<file path="src/rtl/ddr_rd_arbiter_pkg.sv">
// rtl/ddr_rd_arbiter_pkg.sv - shared DDR read request/tag types
package ddr_rd_arbiter_pkg;

   localparam int DDR_RD_ADDR_W    = 32;
   localparam int DDR_RD_TAG_ID_W  = 3;
   localparam int DDR_RD_TAG_LEN_W = 8;
   localparam int DDR_RD_MAX_LEN   = 15;

   typedef struct packed {
      logic [DDR_RD_ADDR_W-1:0] addr;
   } ddr_rd_t;

   // Tag fields are sized for the widest supported configuration (8 requesters).
   typedef struct packed {
      logic [DDR_RD_TAG_ID_W-1:0]  id;
      logic [DDR_RD_TAG_LEN_W-1:0] len;
   } ddr_rd_tag_t;

endpackage

</file>
<file path="src/rtl/ddr_rd_arbiter_rr.sv">
// rtl/ddr_rd_arbiter_rr.sv - combinational one-hot round-robin pick
module rr_arbiter #(
   parameter int N = 2,
   parameter int W = (N > 1) ? $clog2(N) : 1
) (
   input  logic [N-1:0] req,
   input  logic [W-1:0] last,
   output logic [N-1:0] gnt,
   output logic [W-1:0] gnt_idx
);

   logic found;

   // First pass covers indices above the last grant, second pass wraps from 0.
   always_comb begin
      gnt     = '0;
      gnt_idx = '0;
      found   = 1'b0;
      for (int i = 0; i < N; i++) begin
         if (!found && req[i] && (i > int'(last))) begin
            found   = 1'b1;
            gnt[i]  = 1'b1;
            gnt_idx = W'(i);
         end
      end
      for (int i = 0; i < N; i++) begin
         if (!found && req[i]) begin
            found   = 1'b1;
            gnt[i]  = 1'b1;
            gnt_idx = W'(i);
         end
      end
   end

endmodule

</file>
<file path="src/rtl/ddr_rd_arbiter.sv">
// rtl/ddr_rd_arbiter.sv - round-robin DDR read arbiter with in-order response steering
module ddr_rd_arbiter
   import ddr_rd_arbiter_pkg::*;
#(
   parameter int NUM_REQ         = 2,
   parameter int ID_W            = (NUM_REQ > 1) ? $clog2(NUM_REQ) : 1,
   parameter int LEN_W           = 4,
   parameter int MAX_OUTSTANDING = 16
) (
   input  logic                                 Clk,
   input  logic                                 Rst_n,
   input  logic [NUM_REQ*$bits(ddr_rd_t)-1:0]   req_data,
   input  logic [NUM_REQ*LEN_W-1:0]             req_len,
   input  logic [NUM_REQ-1:0]                   req_valid,
   output logic [NUM_REQ-1:0]                   req_ready,
   output logic [$bits(ddr_rd_t)-1:0]           ddr_rd_req_data,
   output logic                                 ddr_rd_req_valid,
   input  logic                                 ddr_rd_req_almost_full,
   input  logic [511:0]                         ddr_rd_resp_data,
   input  logic                                 ddr_rd_resp_valid,
   output logic                                 ddr_rd_resp_ready,
   output logic [511:0]                         resp_data,
   output logic [NUM_REQ-1:0]                   resp_valid,
   output logic                                 resp_last,
   input  logic [NUM_REQ-1:0]                   resp_ready,
   output logic [$clog2(MAX_OUTSTANDING):0]     outstanding,
   output logic                                 err_orphan
);

   localparam int DW    = $bits(ddr_rd_t);
   localparam int PTR_W = $clog2(MAX_OUTSTANDING);
   localparam int OCC_W = PTR_W + 1;

   logic [ID_W-1:0]    last_grant;
   logic [ID_W-1:0]    gnt_idx;
   logic [NUM_REQ-1:0] gnt;
   logic               grant_fire;
   logic [LEN_W-1:0]   gnt_len;

   ddr_rd_tag_t        tag_mem [MAX_OUTSTANDING];
   ddr_rd_tag_t        push_tag;
   ddr_rd_tag_t        head;
   logic [PTR_W-1:0]   wr_ptr;
   logic [PTR_W-1:0]   rd_ptr;
   logic [OCC_W-1:0]   count;
   logic [LEN_W-1:0]   beat_cnt;
   logic [NUM_REQ-1:0] head_sel;
   logic               empty;
   logic               full;
   logic               beat_fire;
   logic               pop;

   rr_arbiter #(.N(NUM_REQ), .W(ID_W)) u_rr (
      .req     (req_valid),
      .last    (last_grant),
      .gnt     (gnt),
      .gnt_idx (gnt_idx)
   );

   assign empty      = (count == '0);
   assign full       = (count == OCC_W'(MAX_OUTSTANDING));
   assign grant_fire = (|req_valid) && !ddr_rd_req_almost_full && !full;
   assign req_ready  = grant_fire ? gnt : '0;
   assign gnt_len    = req_len[gnt_idx*LEN_W +: LEN_W];

   // A zero-length request is still forwarded but expects exactly one beat back.
   always_comb begin
      push_tag     = '0;
      push_tag.id  = DDR_RD_TAG_ID_W'(gnt_idx);
      push_tag.len = DDR_RD_TAG_LEN_W'(gnt_len);
      if (gnt_len == '0) begin
         push_tag.len = DDR_RD_TAG_LEN_W'(1);
      end
   end

   assign head      = tag_mem[rd_ptr];
   assign head_sel  = NUM_REQ'(1) << head.id;
   assign resp_last = !empty && (DDR_RD_TAG_LEN_W'(beat_cnt) == (head.len - DDR_RD_TAG_LEN_W'(1)));
   assign resp_valid = (ddr_rd_resp_valid && !empty) ? head_sel : '0;
   assign resp_data  = ddr_rd_resp_data;
   // With no tag outstanding, beats are orphans and are swallowed.
   assign ddr_rd_resp_ready = empty ? ddr_rd_resp_valid : (|(resp_ready & head_sel));
   assign beat_fire   = ddr_rd_resp_valid && !empty && (|(resp_ready & head_sel));
   assign pop         = beat_fire && resp_last;
   assign outstanding = count;

   always_ff @(posedge Clk or negedge Rst_n) begin
      if (!Rst_n) begin
         ddr_rd_req_valid <= 1'b0;
         ddr_rd_req_data  <= '0;
         last_grant       <= '0;
         wr_ptr           <= '0;
         rd_ptr           <= '0;
         count            <= '0;
         beat_cnt         <= '0;
         err_orphan       <= 1'b0;
      end else begin
         ddr_rd_req_valid <= grant_fire;
         if (grant_fire) begin
            ddr_rd_req_data <= req_data[gnt_idx*DW +: DW];
            last_grant      <= gnt_idx;
            wr_ptr          <= wr_ptr + 1'b1;
         end
         if (beat_fire) begin
            beat_cnt <= pop ? '0 : beat_cnt + 1'b1;
         end
         if (pop) begin
            rd_ptr <= rd_ptr + 1'b1;
         end
         if (grant_fire && !pop) begin
            count <= count + 1'b1;
         end else if (pop && !grant_fire) begin
            count <= count - 1'b1;
         end
         if (ddr_rd_resp_valid && empty) begin
            err_orphan <= 1'b1;
         end
      end
   end

   always_ff @(posedge Clk) begin
      if (grant_fire) begin
         tag_mem[wr_ptr] <= push_tag;
      end
   end

endmodule

</file>
<file path="config.mk">
export PLATFORM = sky130hd
export DESIGN_NAME = ddr_rd_arbiter
export DESIGN_NICKNAME = d
export VERILOG_FILES = /design/src/rtl/ddr_rd_arbiter_pkg.sv /design/src/rtl/ddr_rd_arbiter_rr.sv /design/src/rtl/ddr_rd_arbiter.sv
export SDC_FILE = /design/constraint.sdc
export NUM_CORES = 1
export LEC_CHECK = 0
export CAP_MARGIN = 10
export CORE_AREA = 4 4 444 446
export CTS_CLUSTER_SIZE = 28
export DETAILED_ROUTE_END_ITERATION = 8
export DIE_AREA = 0 0 448 450
export HOLD_SLACK_MARGIN = 0.12
export MAX_ROUTING_LAYER = met4
export SKIP_CTS_REPAIR_TIMING = 1
export SYNTH_ARGS = -nofsm -noshare
export SYNTH_HDL_FRONTEND = slang
export SYNTH_HIERARCHICAL = 1
export SYNTH_SLANG_ARGS = --single-unit
</file>
<file path="constraint.sdc">
create_clock -name Clk -period 7.85 [get_ports Clk]
set_clock_uncertainty 0.2 [all_clocks]
set_input_delay 1.1775 -clock Clk [delete_from_list [all_inputs] [get_ports Clk]]
set_output_delay 1.1775 -clock Clk [all_outputs]
set_load 0.02 [all_outputs]
</file>
==> flow_metrics.py, run 1 <==
metrics = {
    "floorplanning": {
        "ios": 1149,
        "die_y_um": 450,
        "die_w_um": 448,
        "dieArea_mm2": 0.202,
        "row_count": 161,
        "start_util_pct": 5.09,
        "fp.coreArea_mm2": 0.193,
    },
    "logic_synthesis": {
        "synth_compound_area_share_pct": 4.65,
        "netlist_area_mm2": 0.00980,
        "synth-simple-area-share_pct": 4.89,
        "synth.most_common_cell": "buf_4",
        "synth_commonest_cells": "buf_4 (514), edfxtp_1 (80), dfrtp_1 (52), nor2_1 (43), mux2i_1 (42)",
        "synth_nets": 1541,
        "synthXorXnorAreaFrac_pct": 1.43,
        "synthAdderAreaFrac_pct": 1.74,
        "ys_types": 51,
        "yosys-top-cells-area": "buf_4 (39%), edfxtp_1 (25%), dfrtp_1 (13%)",
        "yosys.area.top_type": "buf_4",
        "synth_top_family_by_area": "buffers and inverters",
        "async_reset_ff_share_pct": 39.4,
        "avgSynthCellArea_um2": 10.5,
        "synth_mux_area_share_pct": 8.88,
        "synth-edff-count": 80,
        "ys_ff_latch": 132,
        "synth_top_area_share_pct": 39.4,
        "ys_seq_area_share_pct": 37.8,
        "synthFlopType": "edfxtp_1",
        "syn-instance-count": 936,
        "ys.warnings.count": 6,
    },
    "worst_hold_path": {
        "min_path_cells": 2,
        "min_from": "ddr_rd_req_data[22]$_DFFE_PN0P_",
        "hp-class": "flop to flop",
        "min_to": "ddr_rd_req_data[22]$_DFFE_PN0P_",
    },
    "setup_path": {
        "cpPeakStageDelay_ps": 810,
        "critical_path.max_fanout": 15,
        "cp_data_required_time_ps": 6470,
        "cp-end-kind": "primary output",
        "critPathTopFamily": "multiplexers",
        "critPathSlowestCell": "dfrtp_1",
        "r2r_setup_slack_ps": 2180,
        "startpoint_type": "flop",
        "timing.rr.end": "outstanding[4]$_DFFE_PN0P_",
        "critPathBufInv": 1,
        "crit_chain": "mux4_2 -> mux4_2 -> or3_4 -> nor3_1 -> ha_1 -> xnor2_1 -> nor3_1 -> nand3_1 -> nor2b_4 -> clkdlybuf4s50_1",
        "r2r_cells": 18,
        "worstReg2RegStart": "rd_ptr[2]$_DFFE_PN0P_",
        "worstPathArrival_ps": 4730,
        "critPathKind": "flop to primary output",
    },
    "routing": {
        "wl_per_cell_um": 33.1,
        "via_per_inst": 1.65,
        "dr_total_vias": 5108,
        "drt_iter0_markers": 321,
        "final_antenna_net_count": 0,
        "drt-total-wl_mm": 102,
        "drt_pass1_iterations": 4,
        "drcViolationCount": 0,
    },
    "final_layout": {
        "fin_nets": 1155,
        "n_fill_cell": 22609,
        "final_layout_size_suffix_gt1_share_pct": 11.7,
        "stdcell_count": 3090,
        "syn_to_final_growth_pct": 11.3,
    },
    "clocking": {
        "clock_latency_ps": 460,
        "htreeDepth": 4,
        "root_buffer": "clkbuf_16",
        "clk_pin_slew_ps": 70,
        "cts_sinks": 132,
        "cts_tree": "yes",
        "clk_path_buf_depth": 2,
        "cts_buffers": 17,
    },
    "sta": {
        "period_share_pct": 77.8,
        "setup_violations": 0,
        "relSlewSlack_pct": 21.3,
        "fmax_ghz": 0.164,
        "rsz0062_at_grt": "no",
        "worst_pin_slew_ps": 1180,
        "setup_slack_ps": 1740,
        "drv_slew": 0,
        "hold_viol": 0,
        "period_needed_ps": 6110,
        "final.setup.tns_ps": 0,
    },
    "power_and_ir_drop": {
        "power_uw": 2670,
        "p_leak_uw": 0.00299,
        "intPower_uw": 1710,
        "seq_power_share_pct": 37.3,
        "ir_drop_mv": 0.155,
        "powerDensity_mw_per_mm2": 244,
        "p_clk_share_pct": 30.3,
        "switching_share_pct": 35.9,
        "pwr-share-comb_pct": 32.5,
        "switching_power_uw": 958,
    },
    "global_routing": {
        "grt_overflow": 0,
        "grt_max_degree": 53,
        "grt.total_usage_pct": 9.91,
        "grt_pass1_vias": 5241,
        "grt_pass1_wl_mm": 113,
        "antenna_found_initial": 3,
    },
    "placed_design": {
        "dp.cells": 3057,
        "numPortBuffers": 124,
        "dp_slack_ps": 2210,
        "dpl.hpwl_mm": 94.8,
        "place_congestion": 0.827,
    },
    "run_status": {
        "outcome": "finished clean",
    },
    "flow_run": {
        "cap_violations": 0,
    },
}
how the worst max path moves through the flow:
stage / start / endpoint / slack, ps / depth (start not counted)
after floorplan: rd_ptr[2]$_DFFE_PN0P_ / outstanding[4]$_DFFE_PN0P_ / 3050 / 19
after global placement: rd_ptr[0]$_DFFE_PN0P_ / resp_last / 2210 / 10
after detailed placement: rd_ptr[2]$_DFFE_PN0P_ / resp_last / 2210 / 10
after CTS: rd_ptr[2]$_DFFE_PN0P_ / resp_last / 1690 / 10
after global routing: rd_ptr[0]$_DFFE_PN0P_ / resp_last / 1510 / 10
final: rd_ptr[2]$_DFFE_PN0P_ / resp_last / 1740 / 10
final cells by class:
cell class                      instances  area (um2)  share of cell area (%)
Sequential cell                       132        3700                    33.9
Clock inverter                         12         109                   0.998
Clock buffer                           20         468                    4.29
Multi-Input combinational cell        260        2140                    19.6
Timing Repair Buffer                  129        1290                    11.8
Tap cell                             2526        3160                    29.0
Antenna cell                            1        2.50                  0.0229
Inverter                               10        37.5                   0.344
metrics by stage:
| step | utilization, % | area [um2] | hold WS, ps |
|---|---|---|---|
| floorplan | - | 9800 | 275 |
| global placement | 5.36 | 10300 | 307 |
| detailed placement | 5.36 | 10300 | 322 |
| CTS | 5.66 | 10900 | 331 |
| global route | 5.66 | 10900 | 360 |
| finish | 5.66 | 10900 | 324 |
power groups by stage:
stage | sequential, uW | combinational, uW | clock, uW
6_report | 993 | 865 | 807
4_1_cts | 993 | 879 | 842
5_1_grt | 1010 | 940 | 864
3_5_place_dp | 1010 | 875 | 0
2_1_floorplan | 1020 | 840 | 0
3_3_place_gp | 1000 | 867 | 0
metal layers:
layer | GRT usage (%) | wire length, um
met4 | 4.06 | 4440
met2 | 14.1 | 43000
met1 | 3.80 | 13700
met3 | 18.0 | 41100
met5 | - | 0
cells in the final DEF (no fill, tap or decap), drive strengths merged, types with 5 or more instances in the layout:
cell type,count
inv,17
nand3,5
clkdlybuf4s50,123
and2,17
xnor2,13
mux4,17
nand2,10
and3,5
clkinv,5
mux2,6
dfrtp,52
nor2b,7
a21oi,39
nor2,43
clkbuf,20
ha,12
o21ai,5
buf,6
mux2i,42
edfxtp,80
logic make-up after synthesis:
| kind of cell | after synthesis |
|---|---|
| xor gates and xnor gates | 16 |
| adders and majority gates | 13 |
| muxes | 65 |
| buffers and inverters | 544 |
| and+or+nand+nor | 96 |
| DFF | 132 |
| AOI/OAI and AO/OA | 70 |
flip-flops by register name (all words and copies together), names as in the netlist, 4 cells and up:
register and count:
wr_ptr 4, rd_ptr 4, outstanding 5, tag_mem 80, beat_cnt 4, ddr_rd_req_data 32
tightest hold or removal path: stages (launching register included):
cell	delay [ps]
dfrtp_1	340
nor2_1	50
a21oi_1	100
Power figures use the tool's default switching activity.
==> inputs of run 2 (changes only) <==
--- a/config.mk
+++ b/config.mk
@@ -6,10 +6,10 @@
 export NUM_CORES = 1
 export LEC_CHECK = 0
 export CAP_MARGIN = 10
-export CORE_AREA = 4 4 444 446
+export CORE_AREA = 4 4 446 448
 export CTS_CLUSTER_SIZE = 28
 export DETAILED_ROUTE_END_ITERATION = 8
-export DIE_AREA = 0 0 448 450
+export DIE_AREA = 0 0 450 452
 export HOLD_SLACK_MARGIN = 0.12
 export MAX_ROUTING_LAYER = met4
 export SKIP_CTS_REPAIR_TIMING = 1
==> constraint.sdc (replaced) <==
create_clock -name Clk -period 6.3 [get_ports Clk]
set_clock_uncertainty 0.2 [all_clocks]
set_input_delay 0.945 -clock Clk [delete_from_list [all_inputs] [get_ports Clk]]
set_output_delay 0.945 -clock Clk [all_outputs]
set_load 0.02 [all_outputs]
==> run 2 against run 1 <==
  * Register-to-register slack lost 1600 ps
  * Combinational power grew 24%
  * Final cell count grew 0.65%
  * Die area grew 0.89%
  * Non-clock buffer count grew 2
  * Count of clock-buffer cells in the layout shrank 3
  * Core utilization is essentially flat
  * Worst setup slack lost 1300 ps
  * Final area grew 0.76%
  * Routed wire length shrank 5.1%
==> flow_metrics.py, run 2 (synthesis gave the netlist of run 1 again) <==
metrics = {
    "run_status": {
        "outcome": "finished clean",
    },
    "power_and_ir_drop": {
        "p_leak_uw": 0.00302,
        "power_uw": 3390,
        "powerDensity_mw_per_mm2": 309,
        "ir_drop_mv": 0.183,
    },
    "routing": {
        "via_per_inst": 1.69,
        "dr_total_vias": 5258,
        "drt-total-wl_mm": 97.0,
        "drt_iter0_markers": 371,
        "drt_pass1_iterations": 5,
        "drcViolationCount": 0,
        "final_antenna_net_count": 0,
        "wl_per_cell_um": 31.2,
    },
    "sta": {
        "setup_violations": 0,
        "period_share_pct": 93.6,
        "final.setup.tns_ps": 0,
        "period_needed_ps": 5900,
        "relSlewSlack_pct": 43.2,
        "hold_viol": 0,
        "rsz0062_at_grt": "no",
        "drv_slew": 0,
        "worst_pin_slew_ps": 851,
        "fmax_ghz": 0.170,
        "setup_slack_ps": 401,
    },
    "floorplanning": {
        "start_util_pct": 5.04,
        "row_count": 162,
        "die_y_um": 452,
        "ios": 1149,
        "fp.coreArea_mm2": 0.195,
        "die_w_um": 450,
        "dieArea_mm2": 0.203,
    },
    "clocking": {
        "clk_pin_slew_ps": 70,
        "clk_path_buf_depth": 2,
        "htreeDepth": 4,
        "clock_latency_ps": 450,
        "cts_sinks": 132,
        "cts_tree": "yes",
        "root_buffer": "clkbuf_16",
        "cts_buffers": 17,
    },
    "global_routing": {
        "grt_max_degree": 53,
        "grt.total_usage_pct": 9.33,
        "grt_pass1_vias": 5228,
        "grt_overflow": 0,
        "grt_pass1_wl_mm": 108,
        "antenna_found_initial": 6,
    },
    "setup_path": {
        "critical_path.max_fanout": 15,
        "worstReg2RegStart": "rd_ptr[2]$_DFFE_PN0P_",
        "r2r_cells": 18,
        "r2r_setup_slack_ps": 590,
        "worstPathArrival_ps": 4750,
        "cp_data_required_time_ps": 5150,
        "critPathKind": "flop to primary output",
        "cp-end-kind": "primary output",
        "startpoint_type": "flop",
        "timing.rr.end": "outstanding[4]$_DFFE_PN0P_",
    },
    "final_layout": {
        "n_fill_cell": 22813,
        "final_common_cell": "clkdlybuf4s50_1",
        "fin_area_mm2": 0.0110,
        "max_flop_register": "tag_mem",
        "largest_reg_flops": 80,
        "final_layout_size_suffix_gt1_share_pct": 12.2,
        "stdcell_count": 3110,
        "fin_nets": 1157,
        "syn_to_final_growth_pct": 12.1,
        "final_cell_mix": "clkdlybuf4s50_1 (123), edfxtp_1 (80), dfrtp_1 (52), nor2_1 (43), mux2i_1 (42)",
    },
    "worst_hold_path": {
        "min_from": "ddr_rd_req_data[28]$_DFFE_PN0P_",
        "hp-class": "flop to flop",
        "min_to": "ddr_rd_req_data[28]$_DFFE_PN0P_",
        "min_path_cells": 2,
    },
    "placed_design": {
        "numPortBuffers": 124,
        "dp.cells": 3075,
        "postPlaceCellArea_mm2": 0.0104,
        "dp_slack_ps": 694,
        "place_congestion": 0.865,
        "dpl.hpwl_mm": 89.9,
    },
    "flow_run": {
        "cap_violations": 0,
    },
}
run 2: cell count changes in the layout (fill, tap and decap cells not counted):
cell       before  now
clkinv_2        1    0
clkbuf_8        1    0
diode_2         1    3
inv_6           4    5
clkbuf_1        1    0
clkinv_4        4    1
inv_8           3    4
bufinv_16       0    2
clkbuf_16      18   17
clkinv_8        0    3
buf_12          1    0
buf_4           5    8
run 2: worst max-delay path by stage:
stage	startpoint	depth (start not counted)	slack, ps	to
CTS	rd_ptr[2]$_DFFE_PN0P_	10	400	resp_last
floorplan	rd_ptr[2]$_DFFE_PN0P_	19	1500	outstanding[4]$_DFFE_PN0P_
finish	rd_ptr[2]$_DFFE_PN0P_	10	400	resp_last
global placement	rd_ptr[2]$_DFFE_PN0P_	18	800	outstanding[4]$_DFFE_PN0P_
global route	rd_ptr[2]$_DFFE_PN0P_	10	150	resp_last
detailed placement	rd_ptr[2]$_DFFE_PN0P_	18	690	outstanding[4]$_DFFE_PN0P_
run 2: routing by layer:
metal  wire length, um  vias up  track usage [%]  share of wire (%)
met4              2980        0             2.98                3.1
li1                  -     1837                -                  -
met5                 0        -                -                  0
met2             40200      982             12.9                 41
met1             13800     2292             3.73                 14
met3             39900      147             17.8                 41
run 2: critical path, stage by stage, from the launching register on:
cell	delay (ps)
dfrtp_1	810
mux4_2	590
mux4_2	540
or3_4	420
nor3_1	210
ha_1	290
xnor2_1	120
nor3_1	140
nand3_1	220
nor2b_4	200
clkdlybuf4s50_1	750
run 2: final cells by class:
class | count | area (um2) | share of cell area (%)
antenna | 3 | 7.51 | 0.0683
clock inverter | 15 | 206 | 1.88
tap | 2542 | 3180 | 28.9
multi-input combinational | 260 | 2140 | 19.5
inverter | 10 | 37.5 | 0.341
clock buffer | 17 | 425 | 3.87
timing repair buffer | 131 | 1290 | 11.7
sequential | 132 | 3700 | 33.7
run 2: stage by stage:
step	util [%]	hold slack [ps]
after global routing	5.65	366
after CTS	5.64	339
after floorplan	-	275
after detailed placement	5.32	322
final	5.65	333
after global placement	5.32	308
run 2: power by group:
part	internal (uW)	switching (uW)	leakage, uW
Clock	610	481	0.000309
Combinational	496	576	0.00139
Sequential	1080	150	0.00132
Total	2190	1210	0.00302
==> inputs of run 3 (changes only) <==
==> constraint.sdc (replaced) <==
create_clock -name Clk -period 6.3 [get_ports Clk]
set_clock_uncertainty 0.2 [all_clocks]
set_input_delay 1.89 -clock Clk [delete_from_list [all_inputs] [get_ports Clk]]
set_output_delay 1.89 -clock Clk [all_outputs]
set_load 0.02 [all_outputs]
==> run 3 against run 2 <==
  * Combinational power increased by 4%
  * Worst setup slack improved by 2.2 ps
  * Power decreased by 1.7%
  * Clock power decreased by 7%
  * Final area about the same
  * Global-route usage increased by 0.072 points
  * Worst hold slack got worse by 7.3 ps
  * Largest cell class unchanged
  * Largest power group unchanged
  * Highest routed layer unchanged
==> flow_metrics.py, run 3 (synthesis gave the netlist of run 1 again) <==
metrics = {
    "sta": {
        "rsz0062_at_grt": "no",
        "period_needed_ps": 5900,
        "relSlewSlack_pct": 38.1,
        "setup_violations": 0,
        "drv_slew": 0,
        "setup_slack_ps": 403,
        "period_share_pct": 93.6,
        "worst_pin_slew_ps": 928,
        "hold_viol": 0,
        "fmax_ghz": 0.170,
        "hold_slack_ps": 326,
        "final.setup.tns_ps": 0,
    },
    "floorplanning": {
        "start_util_pct": 5.04,
        "die_y_um": 452,
        "ios": 1149,
        "dieArea_mm2": 0.203,
        "fp.coreArea_mm2": 0.195,
        "die_w_um": 450,
        "row_count": 162,
    },
    "power_and_ir_drop": {
        "p_leak_uw": 0.00303,
        "ir_drop_mv": 0.247,
        "powerDensity_mw_per_mm2": 304,
        "power_uw": 3340,
    },
    "placed_design": {
        "numPortBuffers": 124,
        "place_congestion": 0.846,
        "dp_slack_ps": 343,
        "dpl.hpwl_mm": 90.3,
    },
    "global_routing": {
        "met1_usage_pct": 3.93,
        "grt_pass1_vias": 5104,
        "grt.total_usage_pct": 9.40,
        "grt-busiest-layer": "met3",
        "antenna_found_initial": 10,
        "globalRouteMet3Util_pct": 17.7,
        "grt_overflow": 0,
        "grt_pass1_wl_mm": 109,
        "grt_max_degree": 75,
        "grt_use_met2_pct": 12.9,
    },
    "setup_path": {
        "worstReg2RegStart": "rd_ptr[2]$_DFFE_PN0P_",
        "critPathBufInv": 1,
        "timing.rr.end": "outstanding[4]$_DFFE_PN0P_",
        "r2r_cells": 19,
        "cpPeakStageDelay_ps": 530,
        "cp_data_required_time_ps": 4210,
        "critPathKind": "flop to primary output",
        "critPathSlowestCell": "mux4_2",
        "r2r_setup_slack_ps": 1080,
        "critical_path.max_fanout": 10,
        "crit_chain": "mux4_2 -> mux4_2 -> or3_4 -> nor3_1 -> ha_1 -> xnor2_1 -> nor3_1 -> nand3_1 -> nor2b_4 -> dlymetal6s2s_1",
        "critPathTopFamily": "simple AND/OR/NAND/NOR gates",
        "startpoint": "rd_ptr[2]$_DFFE_PN0P_",
        "cp-end-kind": "primary output",
        "startpoint_type": "flop",
        "path_depth": 10,
        "endpoint": "resp_last",
        "worstPathArrival_ps": 3810,
    },
    "routing": {
        "drt-total-wl_mm": 97.5,
        "wl_per_cell_um": 31.3,
        "dr_total_vias": 5173,
        "via_per_inst": 1.66,
        "drt_iter0_markers": 329,
        "drcViolationCount": 0,
        "drt_pass1_iterations": 5,
        "final_antenna_net_count": 0,
    },
    "clocking": {
        "root_buffer": "clkbuf_16",
        "cts_sinks": 132,
        "htreeDepth": 4,
        "cts_tree": "yes",
        "clk_pin_slew_ps": 70,
        "clock_latency_ps": 450,
        "cts_buffers": 17,
        "clk_path_buf_depth": 2,
    },
    "final_layout": {
        "final_cell_mix": "clkdlybuf4s50_1 (122), edfxtp_1 (80), dfrtp_1 (50), nor2_1 (43), mux2i_1 (42)",
        "final_common_cell": "clkdlybuf4s50_1",
        "largest_reg_flops": 80,
        "fin_nets": 1162,
        "fin_util_pct": 5.65,
        "final_layout_size_suffix_gt1_share_pct": 13.5,
        "max_flop_register": "tag_mem",
        "syn_to_final_growth_pct": 12.2,
    },
    "worst_hold_path": {
        "min_path_cells": 1,
        "hp-class": "flop to flop",
    },
    "run_status": {
        "outcome": "finished clean",
    },
    "flow_run": {
        "cap_violations": 0,
    },
}
[run 3: final cells by class]
class / instances / area (um2)
diodes: 3 / 7.51
clock buffers: 17 / 425
clock inverters: 15 / 160
fillers: 22843 / 184000
inverters: 10 / 37.5
multi-input cells: 260 / 2150
flip-flops and latches: 132 / 3710
well taps: 2542 / 3180
repair buffers: 136 / 1330
[run 3: stage by stage]
step	instance area [um2]	cells
CTS	11000	3112
floorplan	9800	936
global placement	10400	3080
global route	11000	3115
finish	11000	3115
detailed placement	10400	3080
[run 3: report_power, final]
part	internal (uW)	leakage, uW	switching, uW
registers	1080	0.00132	139
logic	508	0.00144	601
clock network	528	0.000277	480
total	2120	0.00303	1220
[run 3: metal layers]
metal	vias up	routed length [um]	share of wire, %
met2	952	40100	41
met5	-	0	0
met3	151	39600	41
met4	0	3290	3.4
li1	1846	-	-
met1	2224	14500	15
[run 3: worst reg2reg max path, delay by kind of cell, from the launching register on]
family | cells | cell delay [ps]
mux | 2 | 1070
simple gates | 6 | 1050
fa+ha+maj | 3 | 850
compound gates | 3 | 660
flops | 1 | 510
xor+xnor | 3 | 420
buf+inv | 2 | 340
[run 3: worst min-delay path by stage]
stage | startpoint | end | slack, ps
floorplan | last_grant$_DFFE_PN0P_ | last_grant$_DFFE_PN0P_ | 270
global route | ddr_rd_req_data[29]$_DFFE_PN0P_ | ddr_rd_req_data[29]$_DFFE_PN0P_ | 350
global placement | ddr_rd_req_data[19]$_DFFE_PN0P_ | ddr_rd_req_data[19]$_DFFE_PN0P_ | 310
CTS | ddr_rd_req_data[29]$_DFFE_PN0P_ | ddr_rd_req_data[29]$_DFFE_PN0P_ | 340
detailed placement | err_orphan$_DFFE_PN0P_ | err_orphan$_DFFE_PN0P_ | 320
finish | err_orphan$_DFFE_PN0P_ | err_orphan$_DFFE_PN0P_ | 330
